==> config.mk <==
export PLATFORM = sky130hd
export DESIGN_NAME = demux8x1_wr
export DESIGN_NICKNAME = d
export VERILOG_FILES = /design/src/rtl/demux8_pkg.sv /design/src/rtl/demux8x1_wr_dec3to8.sv /design/src/rtl/demux8x1_wr.sv
export SDC_FILE = /design/constraint.sdc
export NUM_CORES = 1
export LEC_CHECK = 0
export ABC_CLOCK_PERIOD_IN_PS = 1400
export CORE_ASPECT_RATIO = 1.25
export CORE_MARGIN = 2
export CORE_UTILIZATION = 42
export DETAILED_ROUTE_END_ITERATION = 10
export PLACE_DENSITY = 0.72
export SYNTH_ARGS = -nofsm -noshare
export SYNTH_HDL_FRONTEND = slang
export SYNTH_SLANG_ARGS = --single-unit
==> constraint.sdc <==
create_clock -name clk -period 1.4 [get_ports clk]
set_input_delay 0.21 -clock clk [delete_from_list [all_inputs] [get_ports clk]]
set_output_delay 0.21 -clock clk [all_outputs]
set_load 0.02 [all_outputs]
==> src/rtl/demux8_pkg.sv <==
// Shared types and constants for the 8-way 4-bit write demux and its read-side peers.
package demux8_pkg;
  localparam int DEMUX8_NREG = 8;
  localparam int DEMUX8_W    = 4;
  localparam int DEMUX8_SELW = 3;

  typedef logic [DEMUX8_SELW-1:0] sel_t;
  typedef logic [DEMUX8_W-1:0]    word_t;

  typedef enum logic {
    ST_EMPTY = 1'b0,
    ST_PEND  = 1'b1
  } pend_state_t;

  // Write counter stops at its ceiling instead of wrapping.
  function automatic logic [7:0] sat_inc(input logic [7:0] cnt);
    return (cnt == 8'hFF) ? cnt : cnt + 8'd1;
  endfunction
endpackage

==> src/rtl/demux8x1_wr_dec3to8.sv <==
// Enable-gated 3-to-8 one-hot decoder; produces register load enables and strobe next-state.
module dec3to8
  import demux8_pkg::*;
(
  input  logic                   en,
  input  sel_t                   sel,
  output logic [DEMUX8_NREG-1:0] onehot
);

  always_comb begin
    onehot = '0;
    if (en) onehot[sel] = 1'b1;
  end

endmodule

==> src/rtl/demux8x1_wr.sv <==
// Write-side 8-way demux: valid/ready intake, one-entry pending stage, eight 4-bit registers.
// Optional synchronous clear-all is built when DEMUX8_CLEAR_EN is defined.
module demux8x1_wr
  import demux8_pkg::*;
#(
  parameter int NREG = 8,
  parameter int W    = 4
) (
  input  logic              clk,
  input  logic              rst_n,
  input  logic              in_valid,
  output logic              in_ready,
  input  logic [W-1:0]      in_data,
  input  logic [2:0]        in_sel,
  input  logic              hold,
`ifdef DEMUX8_CLEAR_EN
  input  logic              clr,
`endif
  output logic [NREG*W-1:0] q_flat,
  output logic [NREG-1:0]   wr_strobe,
  output logic              pending,
  output logic [7:0]        wr_count
);

  pend_state_t              state, state_n;
  logic                     accept, commit, flush;
  logic [W-1:0]             in_data_p;
  sel_t                     in_sel_p;
  logic [NREG-1:0]          load;
  logic [NREG-1:0][W-1:0]   regs;

`ifdef DEMUX8_CLEAR_EN
  assign flush = clr;
`else
  assign flush = 1'b0;
`endif

  assign pending = (state == ST_PEND);
  assign q_flat  = regs;

  always_comb begin
    in_ready = (!pending || !hold) && !flush;
    accept   = in_valid && in_ready;
    commit   = pending && !hold && !flush;
    state_n  = state;
    case (state)
      ST_EMPTY: if (accept) state_n = ST_PEND;
      ST_PEND:  if (commit && !accept) state_n = ST_EMPTY;
      default:  state_n = ST_EMPTY;
    endcase
    if (flush) state_n = ST_EMPTY;
  end

  always_ff @(posedge clk or negedge rst_n) begin
    if (!rst_n) state <= ST_EMPTY;
    else        state <= state_n;
  end

  // Pending stage: payload only, qualified by state
  always_ff @(posedge clk) begin
    if (accept) begin
      in_data_p <= in_data;
      in_sel_p  <= in_sel;
    end
  end

  dec3to8 u_dec (
    .en     (commit),
    .sel    (in_sel_p),
    .onehot (load)
  );

  // Register bank commit stage
  always_ff @(posedge clk or negedge rst_n) begin
    if (!rst_n) begin
      regs      <= '0;
      wr_strobe <= '0;
      wr_count  <= '0;
    end else if (flush) begin
      regs      <= '0;
      wr_strobe <= '0;
      wr_count  <= '0;
    end else begin
      wr_strobe <= load;
      for (int k = 0; k < NREG; k++) begin
        if (load[k]) regs[k] <= in_data_p;
      end
      if (commit) wr_count <= sat_inc(wr_count);
    end
  end

endmodule

==> impl_metrics.yaml <==
grt:
  grt_pass1_vias: 1493
  antenna_found_initial: 0
  grt_max_degree: 26
  grt_pass1_wl_um: 7341
  grt-ovfl-total: 0
  grt.total_usage_pct: 17.56
worst_setup_path:
  reg2reg_slack_ns: -0.05
  rr_worst_depth: 3
  r2r_end: "q_flat[21]"
  arrival_ns: 1.64
  cp_max_fo: 5
  worstPathRequired_ns: 1.59
  cp-end-kind: "flop"
  startpoint_type: "flop"
  crit_type: "reg -> reg"
  cp-startpoint: "in_sel_p[2]"
  r2r_start: "in_sel_p[2]"
  crit_end: "q_flat[21]"
final_layout:
  nFillCells: 384
  drive_gt1_share_pct: 40.26
  fin_nets: 242
  area_delta_synth_final_pct: 49.33
  final_cell_mix: "dlygate4sd2_1 (50), dfrtp_1 (44), mux2_2 (25)"
  seqCellArea_um2: 1443
  final_cell_area_um2: 3208
  multiInputGateArea_um2: 828.3
  diodes: 0
  final_common_cell: "dlygate4sd2_1"
synthesis:
  ys.warnings.count: 0
  yosysTopAreaCell: "dfrtp_1"
  yosysUniqueCellTypes: 24
  mappedNetlistArea_um2: 2148
  netlist_instances: 138
  seq_area_frac_synth_pct: 66.86
  synth_fa_ha_area_share_pct: 0.5824
  synth-seq-cells: 56
  synth-compound-area-share_pct: 1.456
  synthSimpleGateAreaFrac_pct: 9.435
  synth_top_family_by_area: "multiplexers"
  synth_top_area_share_pct: 57.08
  synthMuxAreaShare_pct: 19.39
  synth_xor_area_share_pct: 1.223
  synth_nets: 150
  syn_area_per_cell_um2: 15.57
  yosys-top-cells-area: "dfrtp_1 (57%), mux2_2 (19%), edfxtp_1 (9.8%)"
timing:
  fin_skew_ns: 0.006932
  setup_violations: 18
  slew_violations: 0
  rsz0062_at_grt: "true"
  worst_slack_ns: -0.05100
  clock.fmax_ghz: 0.6892
  fin_crit_ns: 1.451
  relSlewSlack_pct: 69.20
  finalCritPeriodShare_pct: 103.6
  finalHoldViolations: 0
  worstMarginPinSlew_ns: 0.4620
  hold_slack_ns: 0.3823
floorplan:
  fp.coreArea_um2: 5007
  rows: 29
  fp.dieH_um: 83.96
  start_util_pct: 42.90
  io_pins: 61
  fp.dieW_um: 67.97
  die_area_um2: 5707
clocking:
  cts_buffer_depth: 2
  clkTransAtPathRegs_ns: 0.09
  cts_tree: "done"
  clock_sinks: 56
  cts_inserted_buffers: 5
  clock_latency_ns: 0.30
  cts_root_buffer: "clkbuf_8"
  cts-htree-levels: 2
drt:
  ant_nets: 0
  wl_per_cell_um: 16.05
  drtPass1Iterations: 4
  drc: 0
  vias_per_cell: 4.956
  via_count: 1452
  drt_wl_total_um: 4703
  drtIter0Drc: 65
placed_design:
  gp_congestion: 0.8578
  numPortBuffers: 60
  place_area_um2: 2963
  dp_hpwl_um: 3408
  post-place-ws_ns: -0.4234
power:
  p_leak_nw: 1.541
  p_per_area_nw_per_um2: 1578
  max-vdd-ir-drop_mv: 0.9146
status:
  outcome: "complete, but fails checks"
  violations: "setup timing"
hold_path:
  hp-class: "in -> async"
flow_run:
  drv_cap: 0
## metal layers
metal | part of all wire (%) | GRT usage (%) | vias to the layer above
met5 | 0 | 0 | -
met3 | 6.5 | 4.993 | 8
met2 | 51 | 28.68 | 66
met4 | 1.8 | 6.182 | 0
li1 | - | - | 670
met1 | 41 | 21.78 | 708
## stage by stage
step	TNS [ns]	power [mW]	utilization, %	std cells
after floorplan	-0.03894	3.173	-	138
after global placement	-14.03	4.044	59.17	274
after detailed placement	-15.41	4.122	59.17	274
after CTS	-0.3614	4.942	61.72	287
after global routing	-2.639	5.361	64.07	293
final	-0.4588	5.063	64.07	293
## layout make-up
class,instances,area share [%]
Clock buffer,7,2.379
Clock inverter,1,0.9360
Inverter,6,0.7020
Multi-Input combinational cell,76,25.82
Sequential cell,56,44.97
Tap cell,62,2.418
Timing Repair Buffer,85,22.78
## cells in the mapped netlist
master    instances
nor3_2            1
nor2b_1           1
mux2_2           37
nor4_1            2
o21ai_0           3
nor3b_2           1
edfxtp_1          7
nand2b_1          2
ha_1              1
nor3_1            1
inv_1             6
and3_1            2
nand3b_2          1
nand3_1           2
and2_1            1
nand2_1           8
nor2_1            2
xnor2_1           3
dfrtp_1          49
nor3b_4           2
o211ai_1          1
a311oi_1          1
nand4_1           1
nand3b_1          3
## logic make-up after synthesis
group | Yosys count
and+or+nand+nor | 30
buffers and inverters | 6
xor gates and xnor gates | 3
muxes | 37
adders and majority gates | 1
DFF | 56
AOI/OAI and AO/OA | 5
## power by group
| group | total, mW | switching (mW) | internal (mW) |
|---|---|---|---|
| registers | 2.32 | 0.315 | 2.01 |
| logic | 1.74 | 0.888 | 0.851 |
| clock network | 1.00 | 0.466 | 0.535 |
## critical path: stages, from the launching register on
cell and delay [ns]:
edfxtp_1 0.48, nand3b_4 0.14, nor3b_4 0.35, mux2_2 0.38
## registers in the layout (all words and copies together), names as in the netlist
name	cells
wr_count	8
in_sel_p	3
wr_strobe	8
q_flat	32
pending	1
in_data_p	4
## repair_timing
item                       4_1_cts  5_1_grt
buffers inserted                 4        6
cloned                           0        0
setup endpoints to repair       74       46
hold endpoints to repair        18        0
hold buffers                     1        0
pin swaps                        5        4
resized for setup               60       23
## worst min path at each step
| stage | from | slack, ns | end | cells past startpoint |
|---|---|---|---|---|
| global placement | rst_n | 0.17 | wr_strobe[2] | 1 |
| global route | rst_n | 0.42 | wr_strobe[2] | 2 |
| floorplan | rst_n | -0.09 | pending | 0 |
| finish | rst_n | 0.38 | wr_strobe[2] | 2 |
| detailed placement | rst_n | 0.18 | wr_strobe[2] | 1 |
| CTS | rst_n | 0.39 | wr_strobe[2] | 2 |
No activity file was read; power rests on OpenSTA's default activity.
